### src/rtl/exc_ctrl.sv
// exc_ctrl: trap/return sequencer sitting in front of CP0.
// Turns BREAK / SYSCALL / taken TEQ into a one-cycle exception strobe with
// a latched cause and faulting PC, then waits for ERET and emits a one-cycle
// return strobe. Nested events during a handler are dropped.
// Optional macro EXC_STAT_EN adds four saturating statistics counters
// (accepted SYSCALL, accepted BREAK, accepted TEQ, dropped) read via cnt_sel.
//
// Handshake note: there is no backpressure. Event inputs are sampled on
// every rising edge; exc_req and eret_out are single-cycle strobes that the
// consumer must take in the cycle they are high.
module exc_ctrl #(
    parameter int CNT_W = 16
) (
    input  logic        clk,
    input  logic        rst,
    input  logic        syscall,
    input  logic        brk,
    input  logic        teq_ins,
    input  logic        teq_eq,
    input  logic        eret_ins,
    input  logic        ie,
    input  logic [31:0] pc,
    output logic        exc_req,
    output logic        eret_out,
    output logic [4:0]  cause,
    output logic [31:0] epc,
    output logic        busy,
    output logic        stall,
    output logic [1:0]  state_dbg
`ifdef EXC_STAT_EN
    ,
    input  logic [1:0]       cnt_sel,
    output logic [CNT_W-1:0] cnt_data
`endif
);

    typedef enum logic [1:0] {
        IDLE    = 2'd0,
        TRAP    = 2'd1,
        HANDLER = 2'd2,
        RET     = 2'd3
    } exc_state_t;

    typedef logic [CNT_W-1:0] cnt_t;

    localparam logic [4:0] CAUSE_SYSCALL = 5'b01000;
    localparam logic [4:0] CAUSE_BREAK   = 5'b01001;
    localparam logic [4:0] CAUSE_TEQ     = 5'b01101;

    exc_state_t state, state_next;
    logic       event_q;
    logic       accept;
    logic       drop;
    logic [4:0] cause_next;

    assign event_q = brk | syscall | (teq_ins & teq_eq);
    assign state_dbg = state;

    // Next-state decode plus accept/drop qualification of the sampled event.
    always_comb begin
        state_next = state;
        accept     = 1'b0;
        drop       = 1'b0;
        case (state)
            IDLE: begin
                if (event_q && ie) begin
                    accept     = 1'b1;
                    state_next = TRAP;
                end else if (event_q) begin
                    drop = 1'b1;
                end
            end
            TRAP:    state_next = HANDLER;
            HANDLER: begin
                // ERET wins over a coincident event, which is counted as dropped.
                drop = event_q;
                if (eret_ins) state_next = RET;
            end
            RET:     state_next = IDLE;
            default: state_next = IDLE;
        endcase
    end

    // Priority encode of the exception code: BREAK > SYSCALL > TEQ.
    always_comb begin
        cause_next = CAUSE_TEQ;
        if (brk)          cause_next = CAUSE_BREAK;
        else if (syscall) cause_next = CAUSE_SYSCALL;
    end

    // State register and registered outputs; cause/epc only move on accept.
    always_ff @(posedge clk) begin
        if (!rst) begin
            state    <= IDLE;
            exc_req  <= 1'b0;
            eret_out <= 1'b0;
            busy     <= 1'b0;
            stall    <= 1'b0;
            cause    <= 5'd0;
            epc      <= 32'd0;
        end else begin
            state    <= state_next;
            exc_req  <= (state_next == TRAP);
            eret_out <= (state_next == RET);
            busy     <= (state_next != IDLE);
            stall    <= (state_next == TRAP) || (state_next == RET);
            if (accept) begin
                cause <= cause_next;
                epc   <= pc;
            end
        end
    end

`ifdef EXC_STAT_EN
    cnt_t cnt_sys, cnt_brk, cnt_teq, cnt_drop;

    // Saturating statistics counters, updated on the edge that samples the event.
    always_ff @(posedge clk) begin
        if (!rst) begin
            cnt_sys  <= '0;
            cnt_brk  <= '0;
            cnt_teq  <= '0;
            cnt_drop <= '0;
        end else begin
            if (accept && cause_next == CAUSE_SYSCALL && cnt_sys != '1) cnt_sys <= cnt_sys + 1'b1;
            if (accept && cause_next == CAUSE_BREAK   && cnt_brk != '1) cnt_brk <= cnt_brk + 1'b1;
            if (accept && cause_next == CAUSE_TEQ     && cnt_teq != '1) cnt_teq <= cnt_teq + 1'b1;
            if (drop && cnt_drop != '1) cnt_drop <= cnt_drop + 1'b1;
        end
    end

    // Combinational read mux for the selected counter.
    always_comb begin
        cnt_data = cnt_drop;
        case (cnt_sel)
            2'd0:    cnt_data = cnt_sys;
            2'd1:    cnt_data = cnt_brk;
            2'd2:    cnt_data = cnt_teq;
            default: cnt_data = cnt_drop;
        endcase
    end
`endif

endmodule

### config.mk
export PLATFORM = sky130hd
export DESIGN_NAME = exc_ctrl
export DESIGN_NICKNAME = d
export VERILOG_FILES = /design/src/rtl/exc_ctrl.sv
export SDC_FILE = /design/constraint.sdc
export NUM_CORES = 1
export LEC_CHECK = 0
export CORE_ASPECT_RATIO = 2
export CORE_MARGIN = 8
export CORE_UTILIZATION = 43
export DETAILED_ROUTE_END_ITERATION = 8
export PLACE_DENSITY = 0.85
export SLEW_MARGIN = 20
export SYNTH_ARGS = -nofsm -noshare
export SYNTH_HDL_FRONTEND = slang
export SYNTH_SLANG_ARGS = --single-unit
### constraint.sdc
create_clock -name clk -period 3.3 [get_ports clk]
set_input_delay 0.495 -clock clk [delete_from_list [all_inputs] [get_ports clk]]
set_output_delay 0.495 -clock clk [all_outputs]
set_load 0.1 [all_outputs]
* Word-level counts from Yosys, hierarchy flattened
Index checks and enable logic that the tools add are counted.
** Cells by class
- Eq/ne operators :: 5
- Muxes and demuxes :: 7
- Bitwise operators :: 3
- Reduce and logical (&&, ||, !) cells :: 4
** Operators with widths (count)
- one-hot mux 2 bit (4 select lines) :: 1
- equality test 2 bit (second input constant) :: 3
- two-way mux 3 bit :: 2
- equality test 2 x 1 -> 1 bit (second input constant) :: 2
- two-way mux 2 bit :: 2
- logical NOT 2 bit :: 1
- two-way mux 1 bit :: 2
- OR 1 bit :: 2
- nonzero test 2 bit :: 1
- AND 1 bit :: 1
- logical AND 1 bit :: 1
- logical OR 1 bit :: 1
** Storage, ports and cells
- Flip-flop bits (word level) :: 43
- Bits of input ports :: 40
- Output and inout port bits :: 43
- Logic and storage cells :: 26

* Logic depth before layout (Yosys ltp)
Gate-level depths: netlist of run 1.
- Word-level depth :: 7
- Mapped depth :: 7
- Gate-level depth less buffers :: 5

* Least setup slack after synthesis of run 1
No wires, ideal clock.
- Path type :: register to register
- Start point :: register state[0] (netlist: state_dbg[0])
- End point :: register cause[3]
- Setup time :: 0.116 ns
- Data arrival time :: 2.147 ns
- Required time :: 3.184 ns
- Path slack :: 1.037 ns
- Cell stages (with the launch flop) :: 8
- Path buffers :: 2
- Clock period less this slack :: 2.263 ns
- Cell sequence :: dfxtp_1 inv_1 ha_1 and2_2 and2_4 buf_12 buf_12 o21a_1
** On the way
- Longest elaborated chain between the ends :: 2
** RTL lines
- from (decl) :: RTL line 50 : exc_state_t state, state_next;
- from (signal assigned) :: RTL line 102 : state <= state_next;
- logical NOT 2 bit :: RTL line 64 : case (state)
- two-way mux 1 bit :: RTL line 64
- to (signal assigned) :: RTL line 108 : cause <= cause_next;
- to (decl) :: RTL line 25 : output logic [4:0] cause,
No other way between the ends.
A chain may end at the register's enable or synchronous reset.

* Final worst setup path of run 1
- Start point :: register state[1] (netlist: state_dbg[1])
- End point :: output port state_dbg[1]
** RTL lines
- to (decl) :: RTL line 29 : output logic [1:0] state_dbg
No word-level cell between the ends.

==> flow_summary.yaml, run 1 <==
run_status:
  outcome: "finished, final reports clean"
placed_design:
  gp_congestion: 0.773
  dpl.cell_count: 296
  hpwl_mm: 3.36
  portBuffers: 80
  placed_cell_area_sq_um: 2420
grt:
  track_usage_pct: 14.1
  first_global_vias: 1386
  grt_pass1_wl_mm: 6.69
  antenna_found_initial: 0
  grt_overflow: 0
  grt_max_degree: 40
power_and_ir_drop:
  switchingPower_w: 0.00127
  internal_power_w: 0.00120
  peakVddDrop_mv: 0.665
  pwr-share-seq_pct: 26.9
  netSwitchingFraction_pct: 51.4
  pwr-share-comb_pct: 56.5
  cellPowerDensity_nw_per_um2: 973
  clock_power_share_pct: 16.6
  leakagePower_nw: 1.02
logic_synthesis:
  syn_area_per_cell_sq_um: 9.49
  syn_area_sq_um: 1680
  post-synth-top-area-cell: "dfxtp_1"
  ys_warn_count: 0
  synth_top_area_share_pct: 48.8
  synth_cells: 177
  ys_seq_area_share_pct: 48.8
  ys_seq_elements: 41
  netlist_top_cells_area: "dfxtp_1 (49%), mux2i_1 (19%), nand2_1 (15%)"
  yosysUniqueCellTypes: 24
setup_path:
  path_class: "reg2out"
  reg2reg_from: "state_dbg[0]"
  cpMaxStageDelayCell: "clkdlybuf4s50_1"
  required_ns: 2.80
  ff2ff_setup_slack_ns: 1.69
  critical_path.top_delay_family: "buffers and inverters"
  critPathBufInv: 1
  crit_arrival_ns: 1.80
  reg2reg_depth: 5
  cp-end-kind: "primary output"
  max_stage_delay_ns: 1.15
  path_cells: "clkdlybuf4s50_1"
  cp_max_fo: 3
  startpoint_type: "flip-flop"
  worst_r2r_endpoint: "epc[15]"
cts:
  cts-root-buf: "clkbuf_8"
  post_cts_resize_count: 0
  cts_tree: "built"
  cts.sinks: 41
  htreeDepth: 2
  cts_made_buffers: 5
  clk_pin_slew_ns: 0.07
  postCtsSetupBuffers: 0
  clockBufferDepth: 2
  hold_buffers: 0
  clock_latency_ns: 0.29
timing:
  max_freq_mhz: 436
  period_minus_slack_ns: 2.29
  setup_viol: 0
  setup_tns_ns: 0
  timing.slew.headroom_pct: 31.6
  grt_setup_unrepaired: "no"
  drv_slew: 0
  finalHoldViolCount: 0
  fin_worst_skew_ns: 0.00471
  tightestPinTransition_ns: 1.02
  timing.final.crit_share_pct: 69.5
hold_path:
  min-delay-start: "epc[5]"
  holdCritPathClass: "reg2reg"
  whs_endpoint: "epc[5]"
  hold_depth: 2
floorplanning:
  dieArea_sq_um: 6290
  core_sq_um: 3800
  die_y_um: 104
  rows: 32
  die_x_um: 60.2
  num_io_pins: 83
  start_util_pct: 44.2
layout:
  final_nets: 295
  antenna_cells: 0
  drive_gt1_share_pct: 5.14
  final_area_sq_um: 2530
  final_cells: 304
  area_growth_pct: 50.9
route:
  drcViolationCount: 0
  ant_nets: 0
  vias: 1394
  vias_per_cell: 4.59
  dr.pass1.iters: 4
  wirelength_mm: 4.36
  drt-initial-drc-count: 28
  wl_per_cell_um: 14.3
flow_run:
  cap_viol_max_count: 0
-- logic make-up (layout without fill, tap and decap cells) --
logic type / Yosys count / in the layout / share of synthesized area [%]
flip-flops: 41 / 41 / 48.8
adder cells (fa/ha/maj): 3 / 3 / 2.23
buffers and inverters: 17 / 92 / 8.26
AND/OR/NAND/NOR: 76 / 76 / 18.2
multiplexers: 32 / 32 / 19.1
other: 1 / 2 / 0.223
AO/OA/AOI/OAI: 7 / 7 / 3.13
-- synthesized netlist by cell type, drive strengths merged --
cell type  count
nand2         68
dfxtp         41
mux2i         32
buf            8
clkbuf         6
ha             3
inv            3
and2           2
nand4          2
a211o          1
a21boi         1
a21oi          1
conb           1
nand3          1
nand3b         1
nor2           1
nor2b          1
o211a          1
o21a           1
o21ai          1
o221ai         1
-- metrics by stage --
| stage | worst slack, ns | hold slack, ns | power, W | utilization [%] |
|---|---|---|---|---|
| final | 1.01 | 0.456 | 0.00247 | 66.6 |
| after global routing | 0.940 | 0.476 | 0.00256 | 66.6 |
| after CTS | 0.981 | 0.460 | 0.00250 | 66.6 |
| after detailed placement | 1.27 | 0.449 | 0.00208 | 63.6 |
| after global placement | 1.31 | 0.441 | 0.00206 | 63.6 |
| after floorplan | 1.04 | 0.637 | 0.00182 | - |
-- routing by layer --
layer | track usage, % | vias up | routed length, um
met2 | 26.8 | 43 | 2480
met5 | 0 | - | 0
met4 | 8.61 | 0 | 123
li1 | - | 716 | -
met3 | 3.10 | 8 | 273
met1 | 12.1 | 627 | 1490
-- area by class of cell --
class | count | area [sq um]
fillers | 316 | 1270
flip-flops and latches | 41 | 821
repair buffers | 81 | 798
multi-input cells | 120 | 724
clock buffers | 7 | 86.3
well taps | 51 | 63.8
clock inverters | 1 | 30.0
inverters | 3 | 11.3
-- power groups by stage --
stage / Sequential (W) / Clock, W / Combinational (W)
floorplan: 0.00149 / 0 / 0.000327
global placement: 0.000671 / 0 / 0.00139
detailed placement: 0.000678 / 0 / 0.00140
CTS: 0.000666 / 0.000423 / 0.00141
global route: 0.000679 / 0.000443 / 0.00144
finish: 0.000664 / 0.000410 / 0.00139
-- layout by cell type, fill, tap and decap left out --
cell and instances:
nand4_1 2, conb_1 2, and2_2 1, a21oi_1 1
o21a_1 1, bufinv_16 1, nor2_1 1, o211a_1 1
and2_4 1, nand2_1 68, o21ai_1 1, mux2i_1 32
clkdlybuf4s50_1 77, dfxtp_1 41, clkbuf_1 1, nand3b_1 1
inv_1 3, nand3_1 1, clkbuf_8 6, buf_2 1
a21boi_0 1, ha_1 3, o221ai_1 1, buf_4 3
nor2b_1 1, a211o_1 1
-- flip-flops by register name, summed over array words and instances (netlist names) --
name and count:
exc_req 1, stall 1, cause 3, busy 1, epc 32, state_dbg 2, eret_out 1
-- how the worst max path moves through the flow --
stage / start / end / slack (ns) / cells after the start
after floorplan: state_dbg[0] / cause[3] / 1.04 / 7
after global placement: state_dbg[1] / state_dbg[1] / 1.31 / 1
after detailed placement: syscall / epc[26] / 1.27 / 4
after CTS: state_dbg[1] / state_dbg[1] / 0.98 / 1
after global routing: state_dbg[1] / state_dbg[1] / 0.94 / 1
final: state_dbg[1] / state_dbg[1] / 1.01 / 1
No activity file was read; power rests on OpenSTA's default activity.
==> run 2: changes to the inputs <==
--- a/config.mk
+++ b/config.mk
@@ -7,9 +7,9 @@
 export LEC_CHECK = 0
 export CORE_ASPECT_RATIO = 2
 export CORE_MARGIN = 8
-export CORE_UTILIZATION = 43
+export CORE_UTILIZATION = 36
 export DETAILED_ROUTE_END_ITERATION = 8
-export PLACE_DENSITY = 0.85
+export PLACE_DENSITY = 0.76
 export SLEW_MARGIN = 20
 export SYNTH_ARGS = -nofsm -noshare
 export SYNTH_HDL_FRONTEND = slang
==> constraint.sdc (replaced) <==
create_clock -name clk -period 2.1 [get_ports clk]
set_input_delay 0.315 -clock clk [delete_from_list [all_inputs] [get_ports clk]]
set_output_delay 0.315 -clock clk [all_outputs]
set_load 0.1 [all_outputs]
==> run 2 against run 1 <==
  * Count of clock-buffer cells in the layout is the same
  * Via count rose by 0.79%
  * Sequential power up 58%
  * Clock skew barely moved
  * Clock power is 37% higher
  * Register-to-register slack lost 1.2 ns
==> flow_summary.yaml, run 2 (synthesized netlist as in run 1, its figures left out) <==
cts:
  post_cts_resize_count: 0
  clockBufferDepth: 2
  cts-root-buf: "clkbuf_8"
  clk_pin_slew_ns: 0.08
  cts_made_buffers: 5
  htreeDepth: 2
  postCtsSetupBuffers: 0
  cts_tree: "built"
  cts.sinks: 41
  hold_buffers: 0
  clock_latency_ns: 0.29
setup_path:
  max_stage_delay_ns: 0.53
  crit_arrival_ns: 1.82
  reg2reg_from: "state_dbg[0]"
  critPathLaunch: "state_dbg[0]"
  startpoint_type: "flip-flop"
  path_cells: "inv_1, ha_1, and2_2, and2_4, mux2i_1"
  cpMaxStageDelayCell: "and2_4"
  cp-end-kind: "flip-flop"
  required_ns: 2.32
  cp_max_fo: 35
  path_class: "reg2reg"
power_and_ir_drop:
  cellPowerDensity_nw_per_um2: 1530
  netSwitchingFraction_pct: 53.4
  switchingPower_w: 0.00199
  clock_power_share_pct: 15.1
  pwr-share-comb_pct: 56.8
  leakagePower_nw: 1.10
  peakVddDrop_mv: 0.973
  pwr-share-seq_pct: 28.1
  internal_power_w: 0.00174
grt:
  grt_overflow: 0
  track_usage_pct: 11.9
  grt_pass1_wl_mm: 6.84
  first_global_vias: 1407
  antenna_found_initial: 0
  grt_max_degree: 36
timing:
  setup_viol: 0
  period_minus_slack_ns: 1.60
  tightestPinTransition_ns: 0.587
  drv_slew: 0
  finalHoldViolCount: 0
  whs_ns: 0.405
  timing.slew.headroom_pct: 60.9
  grt_setup_unrepaired: "no"
  setup_tns_ns: 0
  timing.final.crit_share_pct: 76.1
  fin_worst_skew_ns: 0.00454
  max_freq_mhz: 626
layout:
  largest_reg_flops: 32
  drive_gt1_share_pct: 22.0
  regMostFlops: "epc"
  area_growth_pct: 45.0
  final_nets: 296
  final_area_sq_um: 2440
  antenna_cells: 0
  final_common_cell: "nand2_1"
  final_cell_mix: "nand2_1 (68), buf_4 (43), dfxtp_1 (39), clkdlybuf4s50_1 (38), mux2i_1 (32)"
placed_design:
  gp_congestion: 0.705
  portBuffers: 80
  hpwl_mm: 3.22
  placed_cell_area_sq_um: 2340
floorplanning:
  die_x_um: 64.3
  rows: 35
  start_util_pct: 36.9
  num_io_pins: 83
  die_y_um: 113
  core_sq_um: 4550
  dieArea_sq_um: 7240
hold_path:
  min-delay-start: "rst"
  holdCritPathClass: "in2reg"
route:
  wirelength_mm: 4.27
  wl_per_cell_um: 13.8
  vias: 1405
  dr.pass1.iters: 4
  drcViolationCount: 0
  vias_per_cell: 4.55
  ant_nets: 0
  drt-initial-drc-count: 53
run_status:
  outcome: "finished, final reports clean"
flow_run:
  cap_viol_max_count: 0
-- run 2: cell count changes in the layout (fill, tap and decap cells not counted) --
cell / delta
buf_4: +40
bufinv_16: -1
clkbuf_1: -1
clkbuf_8: +1
clkdlybuf4s50_1: -39
clkinv_2: +1
dfxtp_1: -2
dfxtp_2: +2
-- run 2: power by group through the flow --
stage | registers, W | logic [W] | clock network (W)
floorplan | 0.00234 | 0.000513 | 0
global placement | 0.00106 | 0.00214 | 0
detailed placement | 0.00107 | 0.00214 | 0
CTS | 0.00105 | 0.00215 | 0.000580
global route | 0.00107 | 0.00221 | 0.000607
finish | 0.00105 | 0.00212 | 0.000563
-- run 2: final cells by class --
cell class                      instances  area, sq um
Fill cell                             445         2120
Sequential cell                        41          823
Multi-Input combinational cell        120          724
Timing Repair Buffer                   82          708
Clock buffer                            7         96.3
Tap cell                               55         68.8
Inverter                                3         11.3
Clock inverter                          1         5.00
-- run 2: per-stage QoR --
| stage | std cells | utilization (%) | power [W] | setup slack, ns |
|---|---|---|---|---|
| CTS | 309 | 53.5 | 0.00378 | 0.470 |
| finish | 309 | 53.5 | 0.00373 | 0.503 |
| global route | 309 | 53.5 | 0.00389 | 0.380 |
| floorplan | 178 | - | 0.00286 | 0.196 |
| detailed placement | 301 | 51.3 | 0.00320 | 0.264 |
| global placement | 301 | 51.3 | 0.00320 | 0.282 |
-- run 2: final timing paths --
check / cells past startpoint / slack [ns] / endpoint
worst max register to register: 5 / 0.50 / epc[4]
worst min-delay path: 3 / 0.40 / state_dbg[0]
worst max-delay path: 5 / 0.50 / epc[4]
worst min register to register: 2 / 0.45 / cause[2]
-- run 2: layer usage --
layer	part of all wire, %	global-route usage (%)	vias to the layer above
li1	-	-	718
met1	37	11.7	635
met2	54	20.9	44
met3	5.7	3.89	8
met4	3.0	6.89	0
met5	0	0	-
-- run 2: worst max-delay path, delay by kind of cell, from the launching register on --
kind	cells	cell delay, ns
simple gates	2	0.68
flops	1	0.33
mux	1	0.26
fa+ha+maj	1	0.14
buf+inv	1	0.09
